File: config.mk
export PLATFORM = sky130hd
export DESIGN_NAME = hcsr04_measurement_scheduler
export DESIGN_NICKNAME = d
export VERILOG_FILES = /design/src/rtl/hcsr04_measurement_scheduler_pkg.sv /design/src/rtl/hcsr04_measurement_scheduler_echo_sync.sv /design/src/rtl/hcsr04_measurement_scheduler.sv
export SDC_FILE = /design/constraint.sdc
export NUM_CORES = 1
export LEC_CHECK = 0
export CAP_MARGIN = 30
export CORE_MARGIN = 10
export CORE_UTILIZATION = 40
export DETAILED_ROUTE_END_ITERATION = 8
export GPL_TIMING_DRIVEN = 1
export SETUP_SLACK_MARGIN = 0.5
export SYNTH_ARGS = -nofsm -noshare
export SYNTH_HDL_FRONTEND = slang
export SYNTH_SLANG_ARGS = --single-unit
File: constraint.sdc
create_clock -name Clk_i -period 1.9 [get_ports Clk_i]
set_clock_uncertainty 0.1 [all_clocks]
set_input_delay 0.285 -clock Clk_i [delete_from_list [all_inputs] [get_ports Clk_i]]
set_output_delay 0.285 -clock Clk_i [all_outputs]
set_load 0.005 [all_outputs]
File: src/rtl/hcsr04_measurement_scheduler_pkg.sv
// ----------------------------------------------------------------------------
// hcsr04_measurement_scheduler_pkg
// Shared definitions for the HC-SR04 measurement scheduler: FSM state
// encoding, default timing parameters (50 MHz clock), counter widths and
// saturating increment helpers.
// ----------------------------------------------------------------------------
package hcsr04_measurement_scheduler_pkg;

   typedef enum logic [2:0] {
      ST_IDLE      = 3'd0,
      ST_TRIG      = 3'd1,
      ST_WAIT_ECHO = 3'd2,
      ST_MEASURE   = 3'd3,
      ST_CONVERT   = 3'd4,
      ST_SEND      = 3'd5,
      ST_HOLDOFF   = 3'd6
   } state_e;

   // Defaults for a 50 MHz clock
   localparam int unsigned TRIG_WIDTH_DEF   = 32'd500;        // 10 us
   localparam int unsigned ECHO_TIMEOUT_DEF = 32'd1_900_000;  // 38 ms
   localparam int unsigned CYCLE_PERIOD_DEF = 32'd3_000_000;  // 60 ms
   localparam int unsigned CONV_TIMEOUT_DEF = 32'd1024;

   localparam int unsigned PERIOD_CNT_W = 32'd22;
   localparam int unsigned ECHO_CNT_W   = 32'd21;

   // Saturating increment for the 22-bit period counter
   function automatic logic [PERIOD_CNT_W-1:0] sat_inc_period(input logic [PERIOD_CNT_W-1:0] v);
      return (v == {PERIOD_CNT_W{1'b1}}) ? v : v + 22'd1;
   endfunction

   // Saturating increment for the 21-bit echo counter
   function automatic logic [ECHO_CNT_W-1:0] sat_inc_echo(input logic [ECHO_CNT_W-1:0] v);
      return (v == {ECHO_CNT_W{1'b1}}) ? v : v + 21'd1;
   endfunction

endpackage

File: src/rtl/hcsr04_measurement_scheduler_echo_sync.sv
// ----------------------------------------------------------------------------
// hcsr04_echo_sync
// Two-flop synchronizer for the raw HC-SR04 echo plus registered rise/fall
// pulses. Echo_sync_o is delayed so that it lines up with Rise_o / Fall_o:
// in the cycle Rise_o is high Echo_sync_o is already high, in the cycle
// Fall_o is high Echo_sync_o is already low.
//   Clk_i       system clock
//   Reset_i     asynchronous active-low reset
//   Echo_i      raw echo, asynchronous to Clk_i
//   Echo_sync_o synchronized echo level
//   Rise_o      one-clock pulse on synchronized rising edge
//   Fall_o      one-clock pulse on synchronized falling edge
// ----------------------------------------------------------------------------
module hcsr04_echo_sync (
   input  logic Clk_i,
   input  logic Reset_i,
   input  logic Echo_i,
   output logic Echo_sync_o,
   output logic Rise_o,
   output logic Fall_o
);

   logic meta_r;
   logic sync_r;
   logic dly_r;
   logic rise_r;
   logic fall_r;

   // Synchronizer chain and edge detection on the synchronized level
   always_ff @(posedge Clk_i or negedge Reset_i) begin
      if (!Reset_i) begin
         meta_r <= 1'b0;
         sync_r <= 1'b0;
         dly_r  <= 1'b0;
         rise_r <= 1'b0;
         fall_r <= 1'b0;
      end else begin
         meta_r <= Echo_i;
         sync_r <= meta_r;
         dly_r  <= sync_r;
         rise_r <= sync_r & ~dly_r;
         fall_r <= ~sync_r & dly_r;
      end
   end

   assign Echo_sync_o = dly_r;
   assign Rise_o      = rise_r;
   assign Fall_o      = fall_r;

endmodule

File: src/rtl/hcsr04_measurement_scheduler.sv
// ----------------------------------------------------------------------------
// hcsr04_measurement_scheduler
// Sequences HC-SR04 ranging: trigger pulse, echo wait and width measurement,
// hand-off to a distance-to-BCD converter and then to a UART transmitter,
// followed by a hold-off that enforces the minimum trigger-to-trigger period.
//   Clk_i            system clock
//   Reset_i          asynchronous active-low reset
//   Enable_i         continuous ranging while high
//   Single_shot_i    one-clock request for one measurement (IDLE only)
//   Echo_i           raw echo from the sensor
//   Conv_done_i      converter done pulse
//   Uart_busy_i      UART frame in progress
//   Trig_o           sensor trigger
//   Conv_start_o     one-clock converter start
//   Data_available_o one-clock pulse to the UART transmitter
//   Timeout_o        one-clock pulse on echo or conversion timeout
//   Busy_o           high whenever the FSM is not idle
//   Echo_width_o     last valid echo width in clocks
// ----------------------------------------------------------------------------
module hcsr04_measurement_scheduler
   import hcsr04_measurement_scheduler_pkg::*;
#(
   parameter int unsigned trig_width_p   = TRIG_WIDTH_DEF,
   parameter int unsigned echo_timeout_p = ECHO_TIMEOUT_DEF,
   parameter int unsigned cycle_period_p = CYCLE_PERIOD_DEF,
   parameter int unsigned conv_timeout_p = CONV_TIMEOUT_DEF
) (
   input  logic        Clk_i,
   input  logic        Reset_i,
   input  logic        Enable_i,
   input  logic        Single_shot_i,
   input  logic        Echo_i,
   input  logic        Conv_done_i,
   input  logic        Uart_busy_i,
   output logic        Trig_o,
   output logic        Conv_start_o,
   output logic        Data_available_o,
   output logic        Timeout_o,
   output logic        Busy_o,
   output logic [20:0] Echo_width_o
);

   localparam int unsigned CONV_CNT_W = $clog2(conv_timeout_p + 32'd1);

   localparam logic [PERIOD_CNT_W-1:0] TRIG_LAST   = PERIOD_CNT_W'(trig_width_p - 32'd1);
   localparam logic [PERIOD_CNT_W-1:0] PERIOD_LAST = PERIOD_CNT_W'(cycle_period_p - 32'd1);
   localparam logic [ECHO_CNT_W-1:0]   WAIT_LAST   = ECHO_CNT_W'(echo_timeout_p - 32'd1);
   localparam logic [ECHO_CNT_W-1:0]   ECHO_MAX    = ECHO_CNT_W'(echo_timeout_p);
   localparam logic [CONV_CNT_W-1:0]   CONV_LAST   = CONV_CNT_W'(conv_timeout_p - 32'd1);

   state_e                  state_r;
   logic [PERIOD_CNT_W-1:0] period_cnt_r;
   logic [ECHO_CNT_W-1:0]   echo_cnt_r;
   logic [CONV_CNT_W-1:0]   conv_cnt_r;
   logic                    trig_r;
   logic                    conv_start_r;
   logic                    data_avail_r;
   logic                    timeout_r;
   logic                    busy_r;
   logic [ECHO_CNT_W-1:0]   echo_width_r;

   logic echo_lvl_s;
   logic echo_rise_s;
   logic echo_fall_s;

   hcsr04_echo_sync u_echo_sync (
      .Clk_i       (Clk_i),
      .Reset_i     (Reset_i),
      .Echo_i      (Echo_i),
      .Echo_sync_o (echo_lvl_s),
      .Rise_o      (echo_rise_s),
      .Fall_o      (echo_fall_s)
   );

   // Measurement FSM with its counters and registered outputs
   always_ff @(posedge Clk_i or negedge Reset_i) begin
      if (!Reset_i) begin
         state_r      <= ST_IDLE;
         period_cnt_r <= '0;
         echo_cnt_r   <= '0;
         conv_cnt_r   <= '0;
         trig_r       <= 1'b0;
         conv_start_r <= 1'b0;
         data_avail_r <= 1'b0;
         timeout_r    <= 1'b0;
         busy_r       <= 1'b0;
         echo_width_r <= '0;
      end else begin
         conv_start_r <= 1'b0;
         data_avail_r <= 1'b0;
         timeout_r    <= 1'b0;
         // Free-running between TRIG entries; TRIG entry overrides with 0
         period_cnt_r <= sat_inc_period(period_cnt_r);

         case (state_r)
            ST_IDLE: begin
               if (Enable_i || Single_shot_i) begin
                  state_r      <= ST_TRIG;
                  period_cnt_r <= '0;
                  trig_r       <= 1'b1;
                  busy_r       <= 1'b1;
               end
            end

            // The period counter doubles as the trigger-width timer
            ST_TRIG: begin
               if (period_cnt_r == TRIG_LAST) begin
                  state_r    <= ST_WAIT_ECHO;
                  trig_r     <= 1'b0;
                  echo_cnt_r <= '0;
               end
            end

            ST_WAIT_ECHO: begin
               if (echo_rise_s) begin
                  state_r    <= ST_MEASURE;
                  echo_cnt_r <= 21'd1;
               end else if (echo_cnt_r == WAIT_LAST) begin
                  state_r   <= ST_HOLDOFF;
                  timeout_r <= 1'b1;
               end else begin
                  echo_cnt_r <= sat_inc_echo(echo_cnt_r);
               end
            end

            // A falling edge wins over a simultaneous timeout: a width equal
            // to the timeout is still a valid measurement
            ST_MEASURE: begin
               if (echo_fall_s) begin
                  state_r      <= ST_CONVERT;
                  echo_width_r <= echo_cnt_r;
                  conv_start_r <= 1'b1;
                  conv_cnt_r   <= '0;
               end else if (echo_cnt_r >= ECHO_MAX) begin
                  state_r   <= ST_HOLDOFF;
                  timeout_r <= 1'b1;
               end else if (echo_lvl_s) begin
                  echo_cnt_r <= sat_inc_echo(echo_cnt_r);
               end
            end

            ST_CONVERT: begin
               if (Conv_done_i) begin
                  state_r <= ST_SEND;
               end else if (conv_cnt_r == CONV_LAST) begin
                  state_r   <= ST_HOLDOFF;
                  timeout_r <= 1'b1;
               end else begin
                  conv_cnt_r <= conv_cnt_r + 1'b1;
               end
            end

            ST_SEND: begin
               if (!Uart_busy_i) begin
                  state_r      <= ST_HOLDOFF;
                  data_avail_r <= 1'b1;
               end
            end

            ST_HOLDOFF: begin
               if (period_cnt_r >= PERIOD_LAST) begin
                  if (Enable_i) begin
                     state_r      <= ST_TRIG;
                     period_cnt_r <= '0;
                     trig_r       <= 1'b1;
                  end else begin
                     state_r <= ST_IDLE;
                     busy_r  <= 1'b0;
                  end
               end
            end

            default: begin
               state_r      <= ST_IDLE;
               trig_r       <= 1'b0;
               busy_r       <= 1'b0;
               echo_width_r <= '0;
            end
         endcase
      end
   end

   assign Trig_o           = trig_r;
   assign Conv_start_o     = conv_start_r;
   assign Data_available_o = data_avail_r;
   assign Timeout_o        = timeout_r;
   assign Busy_o           = busy_r;
   assign Echo_width_o     = echo_width_r;

endmodule
After elaboration in Yosys (flattened, before gate mapping)
Cells that the tools add are included.
- register bits: 88
- bits of input ports: 7
- output and inout port bits: 26
- logic and storage cells: 117
- add/sub/neg operators: 3
- magnitude comparators: 2
- eq/ne operators: 27
- muxes and demuxes: 50
- bitwise gates (word level): 7
- reduce and logical (&&, ||, !) cells: 13
- operators with widths (operator ; count):
    two-way mux 21 bit ; 8
    two-way mux 22 bit ; 4
    one-hot mux 21 bit (3 select lines) ; 1
    one-hot mux 22 bit (2 select lines) ; 1
    equality test 21 bit, second input constant ; 2
    one-hot mux 21 bit (2 select lines) ; 1
    two-way mux 11 bit ; 3
    two-way mux 3 bit ; 10
    adder 22 x 1 -> 22 bit, second input constant ; 1
    equality test 22 bit, second input constant ; 1
    equality test 22 x 9 -> 1 bit, second input constant ; 1
    >= comparator 22 bit, second input constant ; 1
    one-hot mux 11 bit (2 select lines) ; 1
    adder 21 x 1 -> 21 bit, second input constant ; 1
    >= comparator 21 bit, second input constant ; 1
    one-hot mux 3 bit (7 select lines) ; 1
    inequality test 2 bit, second input constant ; 10
    two-way mux 1 bit ; 17
    adder 11 x 1 -> 11 bit, second input constant ; 1
    equality test 11 x 10 -> 1 bit, second input constant ; 1
    equality test 3 bit, second input constant ; 3
    inequality test 3 x 2 -> 1 bit, second input constant ; 3
    AND reduction 4 bit ; 2
    AND reduction 7 bit ; 1
    18 further kinds ; 26

Logic depth before layout (Yosys ltp)
- depth in word-level cells: 6
- gate-level depth with buffers: 9
- depth with buffers taken out: 7

Cells and area by module
A second synthesis with hierarchy kept.
- cells, all modules: 482
- area, all modules: 4614.4 um^2
- modules (own cells, without submodules) (module ; times used ; cells an instance ; area each (um^2) ; sequential area each (um^2)):
    hcsr04_measurement_scheduler ; 1 ; 475 ; 4474.3 ; 2077.0
    hcsr04_echo_sync ; 1 ; 7 ; 140.1 ; 125.1

Worst setup path after synthesis
No wires, ideal clock.
- path kind: register to register
- start point: register conv_cnt_r[0]
- end point: register state_r[0]
- setup time: 0.125 ns
- arrival: 1.909 ns
- data required time: 1.675 ns
- slack: -0.234 ns
- stages on the path, launching flop included: 9
- buffers on the path: 1
- period minus slack after synthesis: 2.134 ns
- path through: dfrtp_1 -> ha_1 -> nand2_1 -> o41a_1 -> buf_2 -> nor2_1 -> nand4_1 -> a31oi_1 -> mux2_2
- longest elaborated chain between the ends: 3
- RTL lines (what ; RTL line ; RTL):
    from (decl) ; hcsr04_measurement_scheduler.sv:54 ; logic [CONV_CNT_W-1:0] conv_cnt_r;
    from (signal assigned) ; hcsr04_measurement_scheduler.sv:149 ; conv_cnt_r <= conv_cnt_r + 1'b1;
    equality test 11 x 10 -> 1 bit ; hcsr04_measurement_scheduler.sv:145 ; end else if (conv_cnt_r == CONV_LAST) begin
    inequality test 3 bit (no line) ; - ;
    AND reduction 7 bit (no line) ; - ;
    to (signal assigned) ; hcsr04_measurement_scheduler.sv:144 ; state_r <= ST_SEND;
    to (signal assigned) ; hcsr04_measurement_scheduler.sv:146 ; state_r <= ST_HOLDOFF;
    to (signal assigned) ; hcsr04_measurement_scheduler.sv:155 ; state_r <= ST_HOLDOFF;
    to (decl) ; hcsr04_measurement_scheduler.sv:51 ; state_e state_r;
No other way between the ends.
A chain may end at the register's enable or synchronous reset.

Worst setup path in the final report
- start point: register period_cnt_r[11]
- end point: register state_r[0]
- longest elaborated chain between the ends: 3
- elaborated cells on any way between the ends: 5
- classes of those cells: order compare: 1; eq/ne: 3; reduce/logical: 1
- RTL lines (what ; RTL line ; RTL):
    from (decl) ; hcsr04_measurement_scheduler.sv:52 ; logic [PERIOD_CNT_W-1:0] period_cnt_r;
    from (signal assigned) ; hcsr04_measurement_scheduler.sv:93 ; period_cnt_r <= sat_inc_period(period_cnt_r);
    >= comparator 22 bit / equality test 22 x 9 -> 1 bit (equally long branches) ; hcsr04_measurement_scheduler.sv:161, hcsr04_measurement_scheduler.sv:107 ;
    inequality test 2 bit (no line) ; - ;
    AND reduction 7 bit (no line) (*) ; - ;
    to (signal assigned) ; hcsr04_measurement_scheduler.sv:163 ; state_r <= ST_TRIG;
    to (signal assigned) ; hcsr04_measurement_scheduler.sv:167 ; state_r <= ST_IDLE;
    to (signal assigned) ; hcsr04_measurement_scheduler.sv:174 ; state_r <= ST_IDLE;
Every way passes the cells marked *; elsewhere a longest branch is shown, timed or not.

==> results.yml <==
route:
  drc_errors: 0
  post_drt_wl_per_cell_um: 16.9
  dr.pass1.iters: 5
  viasPerCell: 5.41
  wirelength_mm: 14.2
  drtIter0Drc: 367
  vias: 4527
  ant_nets: 0
synth:
  yosysSeqAreaShare_pct: 47.5
  yosysMostFrequentCell: "dfrtp_1"
  synthCells: 473
  synth_xor_area_share_pct: 4.91
  synth_warnings: 0
  avgSynthCellArea_um2: 9.80
  synth-compound-area-share_pct: 17.3
  synth_area_leaders: "dfrtp_1 (47%), nor2_1 (4.6%), a22o_1 (4.2%), nand3_1 (3.0%), nand2_1 (2.8%)"
  synthMuxAreaShare_pct: 1.11
  yosys.area_share.simple_pct: 23.9
  synthFlopType: "dfrtp_1"
  synth_common_cells: "dfrtp_1 (88), nor2_1 (57), nand2_1 (34), nand3_1 (28), a22o_1 (22)"
  syn-cell-area_um2: 4640
  synthAdderAreaFrac_pct: 1.08
  yosys.area.top_type: "dfrtp_1"
  syn_nets: 484
  synth_top_family_by_area: "simple AND/OR/NAND/NOR gates"
  ys_async_sr_fraction_pct: 100
  ys_ff_latch: 88
  yosysTopAreaCellShare_pct: 47.5
  yosysUniqueCellTypes: 64
  synth_edf_count: 0
layout:
  utilization_pct: 66.1
  syn_to_final_growth_pct: 62.1
  nFillCells: 869
  antenna_cells: 0
  seq_area_um2: 2200
  multi_input_area_um2: 2650
  num-nets-final: 700
  fin_cells: 837
  drive_above_1_share_pct: 43.9
setup_path:
  r2r-end: "state_r[0]$_DFFE_PN0P_"
  worst-setup-path-type: "reg2reg"
  crit_path_start: "period_cnt_r[11]$_DFF_PN0_"
  cp_max_fo: 2
  arrival_ns: 2.42
  critPathCapture: "state_r[0]$_DFFE_PN0P_"
  critPathLaunchType: "register"
  reg2reg_depth: 7
  cp.required_ns: 2.04
  crit_path_end_kind: "register"
  timing.rr.start: "period_cnt_r[11]$_DFF_PN0_"
  reg2reg_slack_ns: -0.38
floorplanning:
  coreArea_um2: 11400
  dieArea_um2: 16300
  die_y_um: 128
  io_pins: 33
  die_w_um: 128
  floorplan.initialDensity_pct: 40.8
  row_count: 39
power_and_ir_drop:
  p_comb_share_pct: 46.5
  switching_share_pct: 34.9
  power_density_nw_per_um2: 1040
  share_seq_of_total_power_pct: 28.0
  power.clock.fraction_pct: 25.5
  power_switching_mw: 2.73
  p_int_mw: 5.09
  total_power_mw: 7.82
  p_leak_nw: 3.45
  peakVddDrop_v: 0.000632
sta:
  final_hold_viol_count: 0
  fin_crit_sh_pct: 120
  rsz0062_at_grt: "yes"
  setup_slack_ns: -0.379
  setup_viol: 54
  fmax_mhz: 439
  fin_tns_setup_ns: -14.05
  drv_slew: 0
  tightest_slew_ns: 0.513
  slew-limit-headroom_pct: 65.8
  final.min_clock_period_ns: 2.28
placement:
  hpwlAfterDp_mm: 9.35
  gp_congestion: 0.912
  placed_cells: 769
  port_buffers: 32
clock_network:
  clockBufferDepth: 2
  ctsHtreeMaxLevel: 3
  root_buffer: "clkbuf_16"
  cts_buffers: 9
  cts_tree: "built"
  clk_pin_slew_ns: 0.07
  cts_sinks: 88
  clkLatencyLatePin_ns: 0.36
grt:
  grt_max_degree: 39
  grt_pass1_wl_mm: 23.0
  grt_util_all_layers_pct: 17.3
  grt_pass1_vias: 4605
  grt.overflow.total: 0
  antenna_found_initial: 0
outcome:
  outcome: "complete, but fails checks"
  violations: "setup timing"
hold_path:
  hp-class: "reg2reg"
job:
  maxCapViolCount: 0
-- cells by family after synthesis --
family | after synthesis
adders and majority gates | 4
and+or+nand+nor | 206
buffers and inverters | 40
DFF | 88
xor gates and xnor gates | 26
AOI/OAI and AO/OA | 104
muxes | 5
-- sequential cells by signal, summed over array words and instances (netlist names), 3 cells and up --
| signal | flops |
|---|---|
| echo_cnt_r | 21 |
| state_r | 3 |
| Echo_width_o | 21 |
| period_cnt_r | 22 |
| conv_cnt_r | 11 |
-- metrics by stage --
step	hold slack (ns)	setup WS, ns	cell area, um^2
after floorplan	-0.111	-0.160	4780
after global placement	0.156	-0.288	6240
after detailed placement	0.163	-0.353	6240
after CTS	0.261	-0.328	7190
after global routing	0.273	-0.512	7520
final	0.260	-0.379	7520
-- placed cells by master, fill, tap and decap left out, types with 5 or more instances in the layout --
master,synthesis,routed
xnor2_1,13,9
xor2_1,13,12
buf_6,5,20
o21ai_1,6,8
o31ai_4,0,5
clkbuf_16,0,9
nand2_1,34,30
nand3_1,28,26
nor2_2,0,10
and3_1,6,5
o21ai_2,3,9
nor3_1,12,7
dfrtp_1,88,87
and2_1,5,5
a31oi_1,5,5
a21oi_1,17,16
nand4_1,19,19
o22a_1,6,6
buf_12,0,10
a22o_1,22,22
inv_1,11,11
clkdlybuf4s50_1,0,5
buf_4,0,168
nor2_1,57,43
clkdlybuf4s15_1,0,22
o21ai_0,14,6
-- final cells by class --
type	count	area share [%]
clock buffer	9	3.00
clock inverter	7	1.35
inverter	11	0.549
multi-input combinational	345	35.3
sequential	88	29.3
tap	143	2.38
timing repair buffer	234	28.1
-- timing repair --
item | 4_1_cts | 5_1_grt
endpoints found under the setup margin | 108 | 95
resized for setup | 113 | 42
buffers inserted | 25 | 21
hold endpoints to repair | 28 | 0
gates cloned | 5 | 0
hold buffers | 1 | 0
pin swaps | 33 | 24
-- critical path, stage by stage (launching register included) --
cell and delay (ns):
dfrtp_1 0.38, or3_4 0.39, nand4b_1 0.21, o211ai_2 0.24, buf_4 0.16, nand4_1 0.11, a31oi_1 0.22, mux2_2 0.36
-- worst min path at each step --
stage | slack, ns | start | cells after the start | endpoint
after floorplan | -0.11 | Reset_i | 0 | Busy_o$_DFFE_PN0P_
after global placement | 0.16 | Reset_i | 1 | period_cnt_r[2]$_DFF_PN0_
after detailed placement | 0.16 | Reset_i | 1 | period_cnt_r[3]$_DFF_PN0_
after CTS | 0.26 | u_echo_sync.meta_r$_DFF_PN0_ | 0 | u_echo_sync.sync_r$_DFF_PN0_
after global routing | 0.27 | Echo_i | 1 | u_echo_sync.meta_r$_DFF_PN0_
final | 0.26 | u_echo_sync.meta_r$_DFF_PN0_ | 0 | u_echo_sync.sync_r$_DFF_PN0_
-- metal layers --
| layer | part of all wire [%] | GRT usage [%] | vias to the layer above |
|---|---|---|---|
| met5 | 0 | 0 | - |
| met4 | 2.2 | 6.23 | 0 |
| met3 | 3.9 | 4.05 | 27 |
| met2 | 49 | 28.4 | 92 |
| met1 | 45 | 21.9 | 2233 |
| li1 | - | - | 2175 |
-- power groups by stage --
stage	combinational (mW)	clock (mW)	sequential [mW]
2_1_floorplan	1.52	0	2.23
3_3_place_gp	2.63	0	2.20
3_5_place_dp	2.69	0	2.21
4_1_cts	3.33	2.03	2.18
5_1_grt	3.91	2.10	2.20
6_report	3.63	2.00	2.19
Power figures use the tool's default switching activity.
==> RTL edit 1: new RTL, config.mk and constraints unchanged <==
Re-encode `state_e` (7 states) as one-hot, 7 bits wide.
--- a/src/rtl/hcsr04_measurement_scheduler_pkg.sv
+++ b/src/rtl/hcsr04_measurement_scheduler_pkg.sv
@@ -8,10 +8,10 @@
 
-   typedef enum logic [2:0] {
-      ST_IDLE      = 3'd0,
-      ST_TRIG      = 3'd1,
-      ST_WAIT_ECHO = 3'd2,
-      ST_MEASURE   = 3'd3,
-      ST_CONVERT   = 3'd4,
-      ST_SEND      = 3'd5,
-      ST_HOLDOFF   = 3'd6
+   typedef enum logic [6:0] {
+      ST_IDLE      = 7'b0000001,
+      ST_TRIG      = 7'b0000010,
+      ST_WAIT_ECHO = 7'b0000100,
+      ST_MEASURE   = 7'b0001000,
+      ST_CONVERT   = 7'b0010000,
+      ST_SEND      = 7'b0100000,
+      ST_HOLDOFF   = 7'b1000000
    } state_e;
Behaviour: no difference found for any inputs over 10 cycles, from zero or initial values and one cycle with Reset_i low; not proved beyond that.
==> RTL edit 1 against the original RTL <==
  * The flow still finishes with violations (setup timing)
  * Sequential share of layout area fell by 0.58 points
  * Sequential cell count rose by 4
  * Cell area rose by 6.7%
  * Wire length rose by 11%
  * Power rose by 8.0%
  * Critical path depth fell by 2
  * Sequential power rose by 2%
  * Setup slack got worse by 170 ps
  * Count of clock-buffer cells in the layout rose by 4
  * Core utilization rose by 0.94 points
  * Cell count rose by 6.2%
  * Synthesized area rose by 4.8%
==> RTL edit 1: results (changes against the original RTL) <==
* Status: finished with violations
* Failing checks: setup timing
* Clock tree buffer depth at 2 (unchanged)
* Synth top area cells: dfrtp_1 47%, nand2_1 6.3%, xnor2_1 3.1%
* Total GRT Usage at 0.1714 (-0.001960)
* Peak supply drop at 0.0008132 V (+29%)
* Worst hold slack at 197.2 ps (-62.55 ps)
* Worst R2R Start: state_r[1]
* Finish-stage setup viols at 85 (+57%)
* CTS resizes at 95 (-16%)
* Buffers added on ports at 32 (unchanged)
* GR peak layer: met2
* Post-DP Area at 6462 um^2 (+3.6%)
* GPL Wtd Cong at 0.8609 (-5.6%)
* Vias in the first global route at 4,915 (+6.7%)
* Hold buffer count at CTS at 1 (unchanged)
* Clock buffer count from CTS at 9 (unchanged)
* Clock Latency Late Sink at 360 ps (about the same)
* Net Count, Synth at 542 (+12%)
* Critical R2R Capture: state_r[1]
* Total negative slack at -32,800 ps (-18,750 ps)
* Crit path DAT at 2600 ps (+180 ps)
* Static Leak at 3.608 nW (+4.6%)
* CP Max Fanout at 6 (+4)
* HPWL Detailed at 9.344 mm (about the same)
* DRT Pass-1 Iters at 5 (unchanged)
* Mean routed wirelength per cell at 17.72 um (+4.8%)
* Global-route track usage on met3 at 0.05314 (+0.01261)
* Initial antenna violation count at 0 (unchanged)
* Pre-CTS setup slack at -571.1 ps (-217.8 ps)
* Tightest Pin Transition at 498.1 ps (-14.69 ps)
* R2R cell count at 5 (-2)
* Post-synth top cells: 91 x dfrtp_1, 81 x nand2_1, 36 x nor2_1
* Async SR Flop Fraction at 1.000 (unchanged)
* Final std cells w/o fill at 889 (+6.2%)
* H-tree Lvls at 3 (unchanged)
* N_diodes at 0 (unchanged)
* Register area share after synthesis at 0.4740 (-0.0009097)
* Net switching fraction of the power at 0.3694 (+0.02050)
* Syn Inst Count at 531 (+12%)
* Post-CTS Setup Bufs at 19 (-24%)
* Largest net degree at the start of global routing at 43 (+10%)
* Worst hold path type: in2async
* Final Net Count at 748 (+6.9%)
* Layout cell share with drive strength beyond 1 at 0.4582 (+0.01874)
* Final Worst Setup Slack at -546.1 ps (-166.9 ps)
* Remaining Overflow, GRT at 0 (unchanged)
* Met2 Usage GRT at 0.2944 (+0.01061)
* Placed insts at 828 (+7.7%)
* Clk root buf: clkbuf_16
* Yosys Warn Count at 0 (unchanged)
* Global-route wire length before repair at 23.36 mm (+1.5%)
* Global routing usage on met1 at 0.1995 (-0.01937)
* Post-synthesis cell type count at 63 (-1.6%)
* R2r setup slk at -550 ps (-170 ps)
* Biggest register: period_cnt_r
* Max FFs per register at 22 (unchanged)
* Vias per inst at 5.559 (+2.8%)
* Iter 0 DRT Violations at 387 (+5.4%)
RTL edit 1: how the worst max path moves through the flow:
| stage | to | start | depth (start not counted) |
|---|---|---|---|
| 6_report | state_r[1] | state_r[1] | 5 |
| 5_1_grt | period_cnt_r[21] | state_r[1] | 5 |
| 4_1_cts | state_r[1] | state_r[1] | 5 |
| 3_5_place_dp | state_r[1] | state_r[1] | 5 |
| 3_3_place_gp | state_r[1] | state_r[1] | 6 |
| 2_1_floorplan | period_cnt_r[0] | state_r[2] | 7 |
RTL edit 1: area by class of cell:
class	count	area [um^2]
clock buffer	13	260.3
clock inverter	3	45.04
fill	902	3941
inverter	14	60.06
multi-input combinational	402	3082
sequential	92	2305
tap	147	183.9
timing repair buffer	218	2085
RTL edit 1: logic make-up after synthesis:
logic type,after synthesis,share of synthesized area
flip-flops,92,0.4740
XOR/XNOR,25,0.04506
adder cells (fa/ha/maj),4,0.01030
buffers and inverters,41,0.04145
multiplexers,4,0.008239
AO/OA/AOI/OAI,99,0.1341
AND/OR/NAND/NOR,266,0.2868
RTL edit 1: critical path: stages, from the launching register on:
cell and delay [ps]:
dfrtp_1 380, or4_4 540, or4b_4 540, or3_4 390, and3_4 240, nand2b_4 140
RTL edit 1: power groups by stage:
stage	Clock, mW	Combinational, mW	Sequential, mW
after global placement	0	2.35	2.25
final	1.86	4.36	2.23
after global routing	1.97	4.59	2.25
after CTS	1.90	3.08	2.22
after detailed placement	0	2.39	2.26
after floorplan	0	1.69	2.28
RTL edit 1: routing by layer:
metal | vias to the layer above | part of all wire
met4 | 0 | 0.027
met2 | 103 | 0.53
met5 | - | 0
li1 | 2348 | -
met1 | 2460 | 0.39
met3 | 31 | 0.043
==> RTL edit 2: new RTL, config.mk and constraints unchanged <==
Made on the original files. Change the package constant `CONV_TIMEOUT_DEF` from 32'd1024 to 32'd4096.
--- a/src/rtl/hcsr04_measurement_scheduler_pkg.sv
+++ b/src/rtl/hcsr04_measurement_scheduler_pkg.sv
@@ -22,3 +22,3 @@
    localparam int unsigned CYCLE_PERIOD_DEF = 32'd3_000_000;  // 60 ms
-   localparam int unsigned CONV_TIMEOUT_DEF = 32'd1024;
+   localparam int unsigned CONV_TIMEOUT_DEF = 32'd4096;
 
Formal check against the unedited RTL: same outputs for any inputs over 10 cycles, from zero or initial values and one cycle with Reset_i low; that may be too few to reach the edited logic, so the function may still have changed.
==> RTL edit 2 against the original RTL <==
  * The run still ends with setup timing left
  * Sequential power increased by 3%
  * Fmax increased by 3.5%
  * Combinational power rose by 20%
  * Die area grew 0.85%
  * Sequential share of layout area fell by 0.62 points
  * Cell count shrank 1.8%
  * Largest cell class unchanged
  * First-iteration DRC count rose by 0.82%
  * Cell area is 4.5% higher
  * Power rose by 8.4%
  * Synthesized area rose by 1.0%
  * Critical path type unchanged
  * Wire length is 5.1% higher
  * Sequential cell count is 2 higher
  * Setup slack gained 77 ps
==> RTL edit 2: results (changes against the original RTL) <==
* Pre-CTS setup slack at -507.1 ps (-153.8 ps)
* CP Max Fanout at 3 (+1)
* Met3 wire len at 704 um (+26%)
* Peak supply drop at 0.0007218 V (+14%)
* Met2 Usage GRT at 0.2815 (-0.002288)
* DRT Pass-1 Iters at 6 (+1)
* Total GRT Usage at 0.1772 (+0.003855)
* Global routing usage on met1 at 0.2330 (+0.01414)
* Crit path DAT at 2330 ps (-90 ps)
* Int Power at 5.328 mW (+4.7%)
* Via count at 4,624 (+2.1%)
* GPL Wtd Cong at 0.9277 (+1.7%)
* Max stage delay on crit path at 430 ps (+40 ps)
* Final Net Count at 686 (-2.0%)
* Layout cell share with drive strength beyond 1 at 0.4551 (+0.01560)
* Total detailed-routing wirelength at 14.87 mm (+5.1%)
* Global-route wire length before repair at 23.73 mm (+3.1%)
* Tightest Pin Transition at 480.4 ps (-32.42 ps)
* Failing checks: setup timing
* Net switching power figure at 3.147 mW (+15%)
* Status: finished with violations
* Met2 WL at 7.391 mm (+7.1%)
* Power in combinational cells at 4.35 mW (+20%)
* Post-synth top cells: 90 x dfrtp_1, 52 x nor2_1, 31 x nand2_1
* Synth top area cells: dfrtp_1 48%, nor2_1 4.2%, a22o_1 3.9%
* Final Worst Setup Slack at -302.4 ps (+76.84 ps)
* Iter 0 DRT Violations at 370 (+0.82%)
* Finish-stage setup viols at 58 (+7.4%)
RTL edit 2: cell types whose count changed in the layout (fill, tap and decap cells not counted), sizes merged, moves of 7 or more:
cell	before	now
a31oi	5	13
dlygate4sd2	4	12
and3	6	14
o41ai	3	10
o21ai	23	12
clkdlybuf4s15	22	14
buf	202	177
nor3	12	19
RTL edit 2: area by class of cell:
class,count,area [um^2]
Fill cell,800,3565
Multi-Input combinational cell,354,3034
Sequential cell,90,2253
Timing Repair Buffer,211,2048
Clock buffer,13,270.3
Tap cell,143,178.9
Clock inverter,2,35.03
Inverter,9,33.78
RTL edit 2: cell families after synthesis:
logic type      Yosys count  share of synthesized area
simple gates            207                     0.2316
fa+ha+maj                 4                    0.01069
buf+inv                  36                    0.03767
mux                       5                    0.01122
compound gates          108                     0.1737
flops                    90                     0.4809
xor+xnor                 29                    0.05423
